--- src/rtl/shift_reg_univ_pkg.sv ---
// Shared types for the universal shift register and the FSMs that drive it.
// Latency: n/a (types and pure helper functions only).
// Backpressure: n/a.
package shift_reg_univ_pkg;

  // Operation select as seen on the mode port.
  typedef enum logic [1:0] {
    MODE_HOLD = 2'd0,
    MODE_SHR  = 2'd1,
    MODE_SHL  = 2'd2,
    MODE_LOAD = 2'd3
  } mode_t;

  // True for the two shifting modes, regardless of rotate.
  function automatic logic is_shift(input mode_t m);
    return (m == MODE_SHR) || (m == MODE_SHL);
  endfunction

  // A shift brings a new word in only when it is not recirculating one.
  function automatic logic brings_new_word(input mode_t m, input logic rot);
    return is_shift(m) && !rot;
  endfunction

endpackage

--- src/rtl/shift_reg_univ_cnt.sv ---
// Saturating fill counter: number of valid words held, 0..DEPTH, plus full flag.
// Latency: one cycle from clear/inc/load_full to fill_cnt and full.
// Backpressure: none; inc at DEPTH is absorbed by saturation.
import shift_reg_univ_pkg::*;

module shift_reg_univ_cnt #(
  parameter int DEPTH = 4
) (
  input  logic                       clk,
  input  logic                       reset_n,
  input  logic                       clear,
  input  logic                       inc,
  input  logic                       load_full,
  output logic [$clog2(DEPTH+1)-1:0] fill_cnt,
  output logic                       full
);

  localparam int CW = $clog2(DEPTH + 1);
  localparam logic [CW-1:0] CNT_MAX = CW'(DEPTH);

  logic [CW-1:0] cnt_q;
  logic          full_q;
  logic [CW-1:0] cnt_inc;

  assign cnt_inc = cnt_q + CW'(1);

  // Count, load to DEPTH, or zero; full is registered alongside so it tracks exactly.
  always_ff @(posedge clk) begin
    if (!reset_n || clear) begin
      cnt_q  <= '0;
      full_q <= 1'b0;
    end else if (load_full) begin
      cnt_q  <= CNT_MAX;
      full_q <= 1'b1;
    end else if (inc && (cnt_q != CNT_MAX)) begin
      cnt_q  <= cnt_inc;
      full_q <= (cnt_inc == CNT_MAX);
    end
  end

  assign fill_cnt = cnt_q;
  assign full     = full_q;

endmodule

--- src/rtl/shift_reg_univ.sv ---
// Universal DEPTH x WIDTH shift register: hold, shift right/left (optional rotate), parallel load.
// Latency: one cycle from any control input to par_out/ser_out_*/fill_cnt; outputs are register-driven.
// Backpressure: none; en gates the operation, any mode sequence is accepted back to back.
import shift_reg_univ_pkg::*;

module shift_reg_univ #(
  parameter int WIDTH = 1,
  parameter int DEPTH = 4
) (
  input  logic                       clk,
  input  logic                       reset_n,
  input  logic                       clear,
  input  logic                       en,
  input  logic [1:0]                 mode,
  input  logic                       rotate,
  input  logic [WIDTH-1:0]           ser_in,
  input  logic [DEPTH*WIDTH-1:0]     par_in,
  output logic [DEPTH*WIDTH-1:0]     par_out,
  output logic [WIDTH-1:0]           ser_out_r,
  output logic [WIDTH-1:0]           ser_out_l,
  output logic [$clog2(DEPTH+1)-1:0] fill_cnt,
  output logic                       full
);

  mode_t            mode_e;
  logic [WIDTH-1:0] stage_q [DEPTH];
  logic [WIDTH-1:0] stage_d [DEPTH];
  logic [WIDTH-1:0] shr_in;
  logic [WIDTH-1:0] shl_in;
  logic             cnt_inc;
  logic             cnt_load;

  assign mode_e = mode_t'(mode);

  // Word entering at the far end: serial input, or the word leaving the other end when rotating.
  assign shr_in = rotate ? stage_q[0]       : ser_in;
  assign shl_in = rotate ? stage_q[DEPTH-1] : ser_in;

  // Next-state for the stage array; hold unless enabled with an active mode.
  always_comb begin
    for (int k = 0; k < DEPTH; k++) begin
      stage_d[k] = stage_q[k];
    end
    if (en) begin
      case (mode_e)
        MODE_SHR: begin
          for (int k = 0; k < DEPTH - 1; k++) begin
            stage_d[k] = stage_q[k+1];
          end
          stage_d[DEPTH-1] = shr_in;
        end
        MODE_SHL: begin
          for (int k = 1; k < DEPTH; k++) begin
            stage_d[k] = stage_q[k-1];
          end
          stage_d[0] = shl_in;
        end
        MODE_LOAD: begin
          for (int k = 0; k < DEPTH; k++) begin
            stage_d[k] = par_in[k*WIDTH +: WIDTH];
          end
        end
        default: begin
          for (int k = 0; k < DEPTH; k++) begin
            stage_d[k] = stage_q[k];
          end
        end
      endcase
    end
  end

  // Stage registers; reset and clear both zero the contents, reset taking precedence.
  always_ff @(posedge clk) begin
    if (!reset_n || clear) begin
      for (int k = 0; k < DEPTH; k++) begin
        stage_q[k] <= '0;
      end
    end else begin
      for (int k = 0; k < DEPTH; k++) begin
        stage_q[k] <= stage_d[k];
      end
    end
  end

  // Flatten the stage array: stage k occupies bits [k*WIDTH +: WIDTH].
  for (genvar k = 0; k < DEPTH; k++) begin : g_flat
    assign par_out[k*WIDTH +: WIDTH] = stage_q[k];
  end

  // Words that would leave on the next right / left shift.
  assign ser_out_r = stage_q[0];
  assign ser_out_l = stage_q[DEPTH-1];

  // Rotating shifts recirculate existing words, so only plain shifts add to the fill count.
  assign cnt_inc  = en && brings_new_word(mode_e, rotate);
  assign cnt_load = en && (mode_e == MODE_LOAD);

  shift_reg_univ_cnt #(
    .DEPTH(DEPTH)
  ) u_cnt (
    .clk      (clk),
    .reset_n  (reset_n),
    .clear    (clear),
    .inc      (cnt_inc),
    .load_full(cnt_load),
    .fill_cnt (fill_cnt),
    .full     (full)
  );

endmodule

--- config.mk ---
export PLATFORM = sky130hd
export DESIGN_NAME = shift_reg_univ
export DESIGN_NICKNAME = d
export VERILOG_FILES = /design/src/rtl/shift_reg_univ_pkg.sv /design/src/rtl/shift_reg_univ_cnt.sv /design/src/rtl/shift_reg_univ.sv
export SDC_FILE = /design/constraint.sdc
export NUM_CORES = 1
export LEC_CHECK = 0
export BUFFER_PORTS_ARGS = -buffer_cell sky130_fd_sc_hd__buf_2
export CORE_UTILIZATION = 41
export CTS_BUF_LIST = sky130_fd_sc_hd__clkbuf_16
export DETAILED_ROUTE_END_ITERATION = 7
export PLACE_DENSITY = 0.74
export SLEW_MARGIN = 20
export SYNTH_ARGS = -nofsm -noshare
export SYNTH_HDL_FRONTEND = slang
export SYNTH_SLANG_ARGS = --single-unit
--- constraint.sdc ---
create_clock -name clk -period 1.1 [get_ports clk]
set_clock_uncertainty 0.05 [all_clocks]
set_input_delay 0.11 -clock clk [delete_from_list [all_inputs] [get_ports clk]]
set_output_delay 0.11 -clock clk [all_outputs]
set_load 0.02 [all_outputs]
======== Word level (Yosys, flattened, before mapping) ========
Memory sizes are Yosys's and may differ from the RTL's.
Index checks and enable logic that the tools add are counted.
operators by class
  reduce and logical (&&, ||, !) cells .... 10
  mux-type cells .......................... 15
  add/sub/neg operators ................... 1
  bitwise operators ....................... 4
  equal/unequal tests ..................... 5
operator list
  kind                                                                   count
  4-bit case mux with 3 select lines                                     1
  1-bit 2-to-1 mux                                                       11
  3-bit 2-to-1 mux                                                       2
  2-bit equality test, second input constant                             2
  1-bit logical AND                                                      4
  4-bit 2-to-1 mux                                                       1
  1-bit OR                                                               4
  3-bit by 1-bit adder with 3-bit output, second input constant          1
  3-bit equality test, second input constant                             1
  3-bit inequality test, second input constant                           1
  2-bit by 1-bit equality test with 1-bit output, second input constant  1
  1-bit zero test                                                        2
  1-bit logical OR                                                       2
  2-bit nonzero test                                                     1
  2-bit OR reduction                                                     1
word-level totals
  flip-flop bits (word level) ............. 4
  bits of input ports ..................... 12
  memories kept ........................... 1
  memory bits (writable) .................. 4
  word-level logic and storage cells ...... 39
memories
  name     depth  width  rd ports  clocked after memory_dff  wr ports  line                  RTL
  stage_q  4      1      4         0                         4         shift_reg_univ.sv:26  logic [WIDTH-1:0] stage_q [DEPTH];

======== Depth between registers and ports, before layout ========
Gate-level depths: netlist of the first run.
  depth after elaboration ................. 7
  gate-level depth with buffers ........... 5
  depth with buffers taken out ............ 5

======== Cells and area by module ========
A second synthesis of the first run with hierarchy kept.
second synthesis, totals
  cells, all modules ...................... 59
  area total of the unflattened synthesis .. 540.5 µm²
by module, submodules not included
  module              seq. area each (µm²)  cells an instance  area an instance (µm²)  times used
  shift_reg_univ      80.1                  34                 290.3                   1
  shift_reg_univ_cnt  80.1                  25                 250.2                   1

======== Worst setup path before layout of the first run ========
Ideal clock, no wire load.
  path kind ............................... register to register
  start ................................... reg u_cnt.cnt_q[0] (netlist: u_cnt.fill_cnt[0])
  end ..................................... reg u_cnt.full_q (netlist: u_cnt.full)
  slack ................................... -0.250 ns
  stages on the path, launching flop included .. 6
  path buffers ............................ 0
  arrival ................................. 1.175 ns
  cells stage by stage .................... dfxtp_1 inv_1 ha_1 and2_1 o21ai_0 a31oi_1
on the way
  cells in the longest elaborated chain, start to end .. 4
  elaborated cells between the ends (all ways) .. 7
  classes of those cells .................. add/sub (1); eq/ne (2); mux (2); reduce/logical (2)
ends and longest elaborated chain
  what                                    line                      RTL
  start, declared                         shift_reg_univ_cnt.sv:21  logic [CW-1:0] cnt_q;
  start signal, assigned                  shift_reg_univ_cnt.sv:36  cnt_q <= cnt_inc;
  3-bit by 1-bit adder with 3-bit output  shift_reg_univ_cnt.sv:25  assign cnt_inc = cnt_q + CW'(1);
  net u_cnt.cnt_inc[0]                    shift_reg_univ_cnt.sv:23  logic [CW-1:0] cnt_inc;
  3-bit equality test                     shift_reg_univ_cnt.sv:37  full_q <= (cnt_inc == CNT_MAX);
  1-bit 2-to-1 mux                        shift_reg_univ_cnt.sv:35  end else if (inc && (cnt_q != CNT_MAX)) begin
  1-bit 2-to-1 mux                        shift_reg_univ_cnt.sv:32  end else if (load_full) begin
  end signal, assigned                    shift_reg_univ_cnt.sv:37
  end, declared                           shift_reg_univ_cnt.sv:22  logic full_q;
The timed path passes the listed nets, and every way through them passes these cells. The select of a mux whose other input is x is not followed.
A chain may end at the register's enable or synchronous reset.

======== Worst setup path after layout of the first run ========
  start ................................... reg u_cnt.cnt_q[0] (netlist: u_cnt.fill_cnt[0])
  end ..................................... reg u_cnt.cnt_q[2] (netlist: u_cnt.fill_cnt[2])
on the way
  cells in the longest elaborated chain, start to end .. 3
  elaborated cells between the ends (all ways) .. 6
  classes of those cells .................. add/sub (1); eq/ne (1); mux (2); reduce/logical (2)
ends and longest elaborated chain
  what                                                                                    line
  3-bit by 1-bit adder with 3-bit output / 3-bit inequality test (equally long branches)  shift_reg_univ_cnt.sv:25, shift_reg_univ_cnt.sv:35
  3-bit 2-to-1 mux / 1-bit logical AND (equally long branches)                            shift_reg_univ_cnt.sv:35
  3-bit 2-to-1 mux / 2-bit nonzero test (equally long branches)                           --
Several ways; a longest one is shown, not always the timed one. The select of a mux whose other input is x is not followed.

==> results of run 1 <==
==> metrics by stage <==
stage / area (um^2) / setup TNS (ps)
detailed placement: 723 / -422
global placement: 723 / -270
floorplan: 593 / -0.136
global route: 841 / -158
CTS: 817 / -54.6
finish: 841 / -47.1
==> how the worst min path moves through the flow <==
stage / start / to
finish: reset_n / u_cnt.full
global route: reset_n / u_cnt.full
CTS: reset_n / u_cnt.full
detailed placement: reset_n / u_cnt.fill_cnt[2]
global placement: reset_n / u_cnt.fill_cnt[2]
floorplan: reset_n / u_cnt.fill_cnt[2]
==> repair_timing <==
item / 4_1_cts / 5_1_grt
pin swaps: 2 / 2
setup buffers: 1 / 1
resized for setup: 3 / 3
setup endpoints to repair: 4 / 4
==> cells in the final DEF (no fill, tap or decap) <==
master     instances
xor2_1             1
o21ai_4            1
nor2b_1            1
buf_4              7
a21oi_1            1
or3_4              1
dfxtp_4            2
inv_1              2
nand3b_4           1
and2_4             1
a21oi_2            1
dfxtp_1            6
and3b_1            1
nand4_1            1
nand2_1            7
buf_2             21
nand2b_1           1
nand3_1            2
ha_4               3
and2b_1            1
o21ai_2            2
o31ai_1            1
inv_4              1
nor2_1             1
inv_2              2
a31oi_1            6
clkbuf_16          3
a22oi_1            4
ha_1               3
o21ai_0            4
mux2_2             2
==> per-layer routing <==
metal	wire [um]	global-route usage (%)
met1	621	25.2
met2	711	42.4
met3	43	6.98
met4	8	7.76
met5	0	0
==> flip-flops by register name (all words and copies together), names as in the netlist <==
register	count
u_cnt.fill_cnt	3
u_cnt.full	1
stage_q	4
==> cells by family (layout without fill, tap and decap cells) <==
kind of cell / count (synthesis) / in the layout / synth area share (%)
adders and majority gates: 6 / 6 / 13.8
and+or+nand+nor: 18 / 18 / 19.8
buffers and inverters: 9 / 36 / 8.99
muxes: 2 / 2 / 4.15
DFF: 8 / 8 / 29.5
xor gates and xnor gates: 1 / 1 / 1.61
AOI/OAI and AO/OA: 20 / 20 / 22.1
==> area by class of cell <==
type	instances	area share [%]
clock buffer	3	8.93
multi-input combinational	47	47.8
inverter	5	2.53
tap	14	2.08
sequential	8	19.9
timing repair buffer	28	18.7
==> power groups by stage <==
stage	clock network (W)	registers (W)	logic (W)
global placement	0	0.000310	0.000142
detailed placement	0	0.000310	0.000145
global route	0.000652	0.000307	0.000170
finish	0.000617	0.000305	0.000155
CTS	0.000619	0.000305	0.000152
floorplan	0	0.000316	0.0000843
==> worst max-delay path, cell delays in order (launching register included) <==
cell     delay (ps)
dfxtp_4         370
ha_4            150
inv_2            40
or3_4           320
a31oi_1         140
==> metrics.md, run 1 <==
| Metric | Value |
|---|---|
| GRT Util Overall | `23.2%` |
| Core Util, Final | `71.8%` |
| Worst-path clk slew | `40 ps` |
| Final wirelength | `1380 um` |
| IO buf count | `21` |
| Reg-to-reg slack, setup | `-30 ps` |
| FF-to-FF Start | `u_cnt.fill_cnt[0]` |
| FP Rows | `12` |
| Power Dens Cells | `1280 nW/um^2` |
| Period utilization | `103%` |
| Yosys top cell by area | `dfxtp_1` |
| Crit Path Max Fanout | `4` |
| Die width | `38.4 um` |
| Crit. Startpoint | `u_cnt.fill_cnt[0]` |
| Clock network fraction of total power | `57.3%` |
| Yosys top cell area share | `29.5%` |
| Non-filler cells, final | `105` |
| Worst-case reg-to-reg path depth | `4` |
| Starting Density | `46.4%` |
| Leakage | `0.388 nW` |
| Setup violations, final | `3` |
| EDFF count, synth | `0` |
| Comb power frac | `14.4%` |
| DRC | `0` |
| Post-CTS Hold Buffers | `0` |
| Global-route wire length before repair | `2280 um` |
| Synthesized flop and latch total | `8` |
| Fraction of layout cells with a size suffix above 1 | `52.7%` |
| Area of the die | `1470 um^2` |
| Initial antenna violation count | `0` |
| Fmax | `0.882 GHz` |
| Crit Path Category | `register to register` |
| 1st-pass router iterations | `3` |
| Sequential fraction of the synthesis area | `29.5%` |
| Yosys warns | `0` |
| Routed Antenna Nets | `0` |
| Synth Cell Area | `543 um^2` |
| Post-Syn Instances | `64` |
| Die Height | `38.4 um` |
| Syn Area/Cell | `8.48 um^2` |
| Largest cells by area after synthesis | `dfxtp_1, ha_1, a31oi_1` |
| WL per Instance | `13.2 um` |
| Fin Hold WS | `114 ps` |
| Failing checks | `negative setup slack` |
| Worst hold stages | `3` |
| R2r endpoint | `u_cnt.fill_cnt[2]` |
| Starting DRT DRC Count | `13` |
| # IOs | `22` |
| FF/Latch Area | `168 um^2` |
| Worst-Skew Late Latency | `230 ps` |
| Fin crit period | `1130 ps` |
| Synth-to-layout area growth | `54.8%` |
| IR drop worst, VDD | `1.24 mV` |
| Synth Flop Type | `dfxtp_1` |
| Largest net degree at the start of global routing | `9` |
| Nature of the critical path endpoint | `register` |
| DR vias | `552` |
| Grt ovf | `0` |
| H-tree depth | `1` |
| # diodes | `0` |
| Pint | `0.000839 W` |
| Synth top cells by count | `dfxtp_1, nand2_1, o21ai_0` |
| Final Worst Setup Slack | `-33.3 ps` |
| RSZ-0062 raised after global routing | `true` |
| Vias per std cell | `5.26` |
| Async S/R FF share, synth | `0%` |
| Core area | `1170 um^2` |
| Fillers | `93` |
| Bufs on Longest Clock Path | `2` |
| Critical path required time | `1210 ps` |
| Sequential power share | `28.3%` |
| Root buffer cell | `clkbuf_16` |
| Worst slack at placement | `-139 ps` |
| Net count, final | `111` |
| Placer Congestion | `0.730` |
| Switching power total | `0.000240 W` |
| Startpoint types | `register` |
| CTS tree | `yes` |
| Worst slew pin tran | `334 ps` |
| Synth unique cells | `22` |
| Final slew viol count | `0` |
| CP Data Arrival Time | `1240 ps` |
| Count leader, synth | `dfxtp_1` |
| Final hold violations | `0` |
| Worst slew margin | `77.7%` |
| Hold Path Class | `primary input to register` |
| Placed cells | `100` |
| Num CTS Buffers | `3` |
| Critical path endpoint | `u_cnt.fill_cnt[2]` |
| Final Total Pwr | `0.00108 W` |
| Multi-input logic area | `402 um^2` |
| Switching Share | `22.2%` |
| Syn Nets | `82` |
| Max-cap violations | `0` |
| Vias in the first global route | `525` |
| Status | `finished with violations` |
| Post-DP HPWL | `936 um` |
| Clock sink count | `8` |
Power figures use the tool's default switching activity.
==> run 2, diff against run 1 <==
--- a/config.mk
+++ b/config.mk
@@ -6,7 +6,9 @@
 export NUM_CORES = 1
 export LEC_CHECK = 0
 export BUFFER_PORTS_ARGS = -buffer_cell sky130_fd_sc_hd__buf_2
-export CORE_UTILIZATION = 41
+export CELL_PAD_IN_SITES_DETAIL_PLACEMENT = 1
+export CELL_PAD_IN_SITES_GLOBAL_PLACEMENT = 1
+export CORE_UTILIZATION = 29
 export CTS_BUF_LIST = sky130_fd_sc_hd__clkbuf_16
 export DETAILED_ROUTE_END_ITERATION = 7
 export PLACE_DENSITY = 0.74
==> run 2 against run 1 <==
The flow still finishes with violations (negative setup slack). Final cell count rose by 10%. Via count is 4.2% higher. Worst setup slack worse by 22 ps. Critical path depth up 1. Routed wire length up 15%. Sequential share of layout area about the same. Largest cell class unchanged.
==> metrics.md, run 2 (synthesized netlist as in run 1, its figures left out) <==
| Metric | Value |
|---|---|
| Status | `finished with violations` |
| Failing checks | `negative setup slack` |
| IO buf count | `21 (unchanged)` |
| Root buffer cell | `clkbuf_16` |
| Worst-Skew Late Latency | `240 ps (about the same)` |
| Net count, final | `110 (-0.90%)` |
| Nature of the critical path endpoint | `register` |
| Leakage | `0.387 nW (-0.22%)` |
| DR vias | `575 (+4.2%)` |
| Largest net degree at the start of global routing | `9 (unchanged)` |
| # diodes | `0 (unchanged)` |
| Post-CTS Hold Buffers | `0 (unchanged)` |
| Initial antenna violation count | `0 (unchanged)` |
| # IOs | `22 (unchanged)` |
| Bufs on Longest Clock Path | `2 (unchanged)` |
| Vias per std cell | `4.96 (-5.7%)` |
| Area of the die | `2050 um^2 (+39%)` |
| Routed Antenna Nets | `0 (unchanged)` |
| Period utilization | `105% (+2.0 points)` |
| Final wirelength | `1600 um (+15%)` |
| Critical path required time | `1170 ps (-40 ps)` |
| RSZ-0062 raised after global routing | `true` |
| Most frequent cells in the layout | `buf_2, nand2_1, a31oi_1, buf_4, dfxtp_1` |
| Worst-path clk slew | `40 ps (about the same)` |
| Starting DRT DRC Count | `6 (-7)` |
| Crit Path Max Fanout | `4 (unchanged)` |
| Setup violations, final | `4 (+1)` |
| Post-DP HPWL | `1180 um (+26%)` |
| Non-filler cells, final | `116 (+10%)` |
| Synth-to-layout area growth | `54.6%` |
| Worst slew pin tran | `345 ps (+10.2 ps)` |
| 1st-pass router iterations | `4 (+1)` |
| CTS tree | `yes` |
| WL per Instance | `13.8 um (+4.4%)` |
| Commonest non-fill, non-tap cell in the layout | `buf_2` |
| Max incr delay on CP | `380 ps (about the same)` |
| Grt ovf | `0 (unchanged)` |
| H-tree depth | `1 (unchanged)` |
| GRT Util Overall | `18.3% (-4.9 points)` |
| Final slew viol count | `0 (unchanged)` |
| Power Dens Cells | `1290 nW/um^2 (+0.85%)` |
| FF/Latch Area | `168 um^2 (unchanged)` |
| Placer Congestion | `0.742 (+1.6%)` |
| FP Rows | `15 (+3)` |
| Crit path buffers/inverters | `1 (unchanged)` |
| Crit Path Category | `register to register` |
| Biggest register | `stage_q` |
| Final hold violations | `0 (unchanged)` |
| Starting Density | `31.1% (-15 points)` |
| Global-route wire length before repair | `2520 um (+11%)` |
| Die width | `45.3 um (+18%)` |
| Vias in the first global route | `514 (-2.1%)` |
| Core area | `1750 um^2 (+49%)` |
| Crit-path cells | `inv_4 -> ha_4 -> and2_4 -> o21ai_1 -> a21oi_1` |
| Fin crit period | `1160 ps (+22.1 ps)` |
| Hold Path Class | `primary input to register` |
| Clock sink count | `8 (unchanged)` |
| CP Data Arrival Time | `1230 ps (about the same)` |
| Worst slack at placement | `-157 ps (-17.8 ps)` |
| Final Worst Setup Slack | `-55.3 ps (-22.1 ps)` |
| Die Height | `45.3 um (+18%)` |
| IR drop worst, VDD | `0.845 mV (-32%)` |
| DRC | `0 (unchanged)` |
| Fmax | `0.866 GHz (-1.9%)` |
| Crit-path slowest cell | `dfxtp_4` |
| Max-cap violations | `0 (unchanged)` |
| Fraction of layout cells with a size suffix above 1 | `48.4% (-4.4 points)` |
| Multi-input logic area | `390 um^2 (-2.8%)` |
| Crit path max-delay family | `flip-flops` |
| Worst slew margin | `77.0% (-0.68 points)` |
| Startpoint types | `register` |
| Num CTS Buffers | `3 (unchanged)` |
| Placed cells | `111 (+11%)` |
| Fillers | `214 (+130%)` |
| Max reg flops | `4 (unchanged)` |
-- run 2: layer usage --
layer	up-vias	global-route usage, %	wire (um)
met5	-	0	0
met4	0	9.09	27
met3	4	6.00	76
met2	18	28.7	828
met1	271	22.3	665
li1	282	-	-
-- run 2: stage by stage --
stage	setup TNS, ps	power, W	instance area (um^2)	hold slack [ps]	util (%)
finish	-140	0.00109	840	122	48.1
global route	-285	0.00114	840	126	48.1
CTS	-101	0.00110	827	119	47.4
detailed placement	-629	0.000456	737	356	42.2
global placement	-429	0.000451	737	346	42.2
floorplan	-0.136	0.000400	593	214	-
-- run 2: power breakdown --
part	internal (W)	switching (W)
clock	0.000475	0.000156
sequential	0.000296	0.0000110
combinational	0.0000675	0.0000808
total	0.000838	0.000248
-- run 2: cell type report --
cell class	instances	share of cell area (%)
Multi-Input combinational cell	47	46.5
Clock inverter	1	0.447
Sequential cell	8	20.0
Tap cell	25	3.73
Inverter	5	2.53
Timing Repair Buffer	27	17.9
Clock buffer	3	8.94
-- run 2: worst paths after layout --
kind                     start           endpoint  slack (ps)  depth (start not counted)
min reg2reg         stage_q[2]         stage_q[1]         450                          2
max reg2reg  u_cnt.fill_cnt[0]  u_cnt.fill_cnt[1]         -60                          5
max          u_cnt.fill_cnt[0]  u_cnt.fill_cnt[1]         -60                          5
min                    reset_n         u_cnt.full         120                          3
-- run 2: repair_timing --
item                                    CTS  global route
pin swaps                                 2             2
buffers inserted                          1             0
gates resized for setup                   1             2
endpoints found under the setup margin    4             4
-- run 2: tightest hold or removal path, stage by stage --
cell and delay, ps:
buf_2 100, nand2b_1 90, a31oi_1 50
==> run 3, diff against run 2 <==
==> constraint.sdc (replaced) <==
create_clock -name clk -period 1 [get_ports clk]
set_clock_uncertainty 0.05 [all_clocks]
set_input_delay 0.1 -clock clk [delete_from_list [all_inputs] [get_ports clk]]
set_output_delay 0.1 -clock clk [all_outputs]
set_load 0.02 [all_outputs]
==> run 3 against run 2 <==
First-iteration DRC count shrank 100%. The run still ends with negative setup slack left. Hold slack lost 11 ps. Global-route usage shrank 1.2 points. Clock power grew 11%. Non-clock buffer count grew 2. Largest power group unchanged. Largest cell class unchanged. Maximum frequency grew 5.1%.
==> metrics.md, run 3 (synthesized netlist as in run 1, its figures left out) <==
| Metric | Value |
|---|---|
| DR vias | `573 (-0.35%)` |
| Worst-Skew Late Latency | `230 ps (about the same)` |
| Max incr delay on CP | `370 ps (about the same)` |
| Routed Antenna Nets | `0 (unchanged)` |
| Critical path required time | `1070 ps (-100 ps)` |
| Initial antenna violation count | `0 (unchanged)` |
| HP Start | `reset_n` |
| Crit Path Max Fanout | `3 (-1)` |
| Crit path buffers/inverters | `1 (unchanged)` |
| Power Dens Cells | `1370 nW/um^2 (+5.8%)` |
| Crit-path slowest cell | `dfxtp_4` |
| FF-to-FF Start | `u_cnt.fill_cnt[0]` |
| Fin crit period | `1100 ps (-56.0 ps)` |
| Num CTS Buffers | `3 (unchanged)` |
| Crit path max-delay family | `flip-flops` |
| CP Data Arrival Time | `1170 ps (-60 ps)` |
| Final wirelength | `1580 um (-1.3%)` |
| IO buf count | `21 (unchanged)` |
| Crit Path Category | `register to register` |
| Fillers | `216 (+0.93%)` |
| Startpoint types | `register` |
| IR drop worst, VDD | `0.644 mV (-24%)` |
| DRC | `0 (unchanged)` |
| TNS Setup | `-407 ps (-267 ps)` |
| Crit. Startpoint | `u_cnt.fill_cnt[0]` |
| Area of the die | `2050 um^2 (unchanged)` |
| Commonest non-fill, non-tap cell in the layout | `buf_2` |
| H-tree depth | `1 (unchanged)` |
| Final Worst Setup Slack | `-99.3 ps (-44.0 ps)` |
| Clock sink count | `8 (unchanged)` |
| Setup Buffers After CTS | `0 (-1)` |
| Starting DRT DRC Count | `0 (-6)` |
| Final hold violations | `0 (unchanged)` |
| # IOs | `22 (unchanged)` |
| Starting Density | `31.1% (unchanged)` |
| Most frequent cells in the layout | `buf_2, buf_4, nand2_1, a31oi_1, buf_6` |
| Max-cap violations | `0 (unchanged)` |
| WL per Instance | `13.4 um (-2.9%)` |
| Status | `finished with violations` |
| Root buffer cell | `clkbuf_16` |
| Net count, final | `112 (+1.8%)` |
| Nature of the critical path endpoint | `register` |
| Worst slew pin tran | `342 ps (-2.20 ps)` |
| Vias in the first global route | `542 (+5.4%)` |
| Synth-to-layout area growth | `63.8%` |
| Max reg flops | `4 (unchanged)` |
| Biggest register | `stage_q` |
| Vias per std cell | `4.86 (-2.0%)` |
| Core area | `1750 um^2 (unchanged)` |
| Fraction of layout cells with a size suffix above 1 | `52.7% (+4.3 points)` |
| Grt ovf | `0 (unchanged)` |
| FF/Latch Area | `170 um^2 (+1.5%)` |
| Fin Hold WS | `111 ps (-11.3 ps)` |
| Multi-input logic area | `385 um^2 (-1.3%)` |
| FP Rows | `15 (unchanged)` |
| Largest net degree at the start of global routing | `9 (unchanged)` |
| Hold Path Class | `primary input to register` |
| Period utilization | `110% (+4.9 points)` |
| Leakage | `0.401 nW (+3.7%)` |
| GRT Util Overall | `17.1% (-1.2 points)` |
| Die Height | `45.3 um (unchanged)` |
| Global-route wire length before repair | `2370 um (-6.0%)` |
| Placer Congestion | `0.787 (+6.1%)` |
| Worst slew margin | `77.1% (+0.15 points)` |
| RSZ-0062 raised after global routing | `true` |
| CTS tree | `yes` |
| Bufs on Longest Clock Path | `2 (unchanged)` |
| Die width | `45.3 um (unchanged)` |
| Final slew viol count | `0 (unchanged)` |
| Reg-to-reg slack, setup | `-100 ps (-40 ps)` |
| Worst-path clk slew | `40 ps (about the same)` |
| # diodes | `0 (unchanged)` |
| Setup violations, final | `7 (+3)` |
| Crit-path cells | `inv_4 -> ha_4 -> and2_4 -> o21ai_2 -> a31oi_1` |
| Failing checks | `negative setup slack` |
| Post-DP HPWL | `1220 um (+3.4%)` |
| 1st-pass router iterations | `1 (-3)` |
| Fmax | `0.910 GHz (+5.1%)` |
==> run 3: cell types whose count changed in the layout (fill, tap and decap cells not counted), sizes merged <==
cell	before	now
buf	27	29
==> run 3: timing repair <==
action,in CTS,in global routing
endpoints found under the setup margin,11,11
resized for setup,9,8
hold buffers,0,0
pin swaps,0,1
cloned,0,0
==> run 3: final timing paths <==
path                  endpoint  depth (start not counted)
min          u_cnt.fill_cnt[2]                          3
max                 u_cnt.full                          5
min reg2reg         u_cnt.full                          2
max reg2reg         u_cnt.full                          5
==> run 3: final cells by class <==
class / instances / share of cell area (%)
repair buffers: 29 / 22.8
flip-flops and latches: 8 / 19.1
well taps: 25 / 3.52
multi-input cells: 47 / 43.3
inverters: 5 / 2.39
clock inverters: 1 / 0.422
clock buffers: 3 / 8.44
==> run 3: per-layer routing <==
metal	track usage (%)	vias up	wire length (um)
li1	-	285	-
met3	3.60	3	31
met1	21.4	270	774
met4	10.9	0	31
met2	26.4	15	739
met5	0	-	0
==> run 3: power breakdown <==
part / leakage (nW) / internal, W / switching, W
clock: 0.0423 / 0.000522 / 0.000176
sequential: 0.0675 / 0.000326 / 0.00000966
combinational: 0.292 / 0.0000896 / 0.0000940
total: 0.401 / 0.000938 / 0.000279
==> run 3: stage by stage <==
step | cells | area, um^2 | worst slack [ps] | utilization (%) | power, W
2_1_floorplan | 64 | 593 | -100 | - | 0.000440
3_3_place_gp | 114 | 759 | -192 | 43.5 | 0.000503
3_5_place_dp | 114 | 759 | -245 | 43.5 | 0.000510
4_1_cts | 118 | 863 | -108 | 49.5 | 0.00122
5_1_grt | 118 | 890 | -173 | 51.0 | 0.00127
6_report | 118 | 890 | -99.3 | 51.0 | 0.00122
==> run 3: worst reg2reg max path: cells and delay by family (launching register included) <==
kind | cells | cell delay [ps]
simple gates | 1 | 170
fa+ha+maj | 1 | 150
flops | 1 | 370
buf+inv | 1 | 40
compound gates | 2 | 190
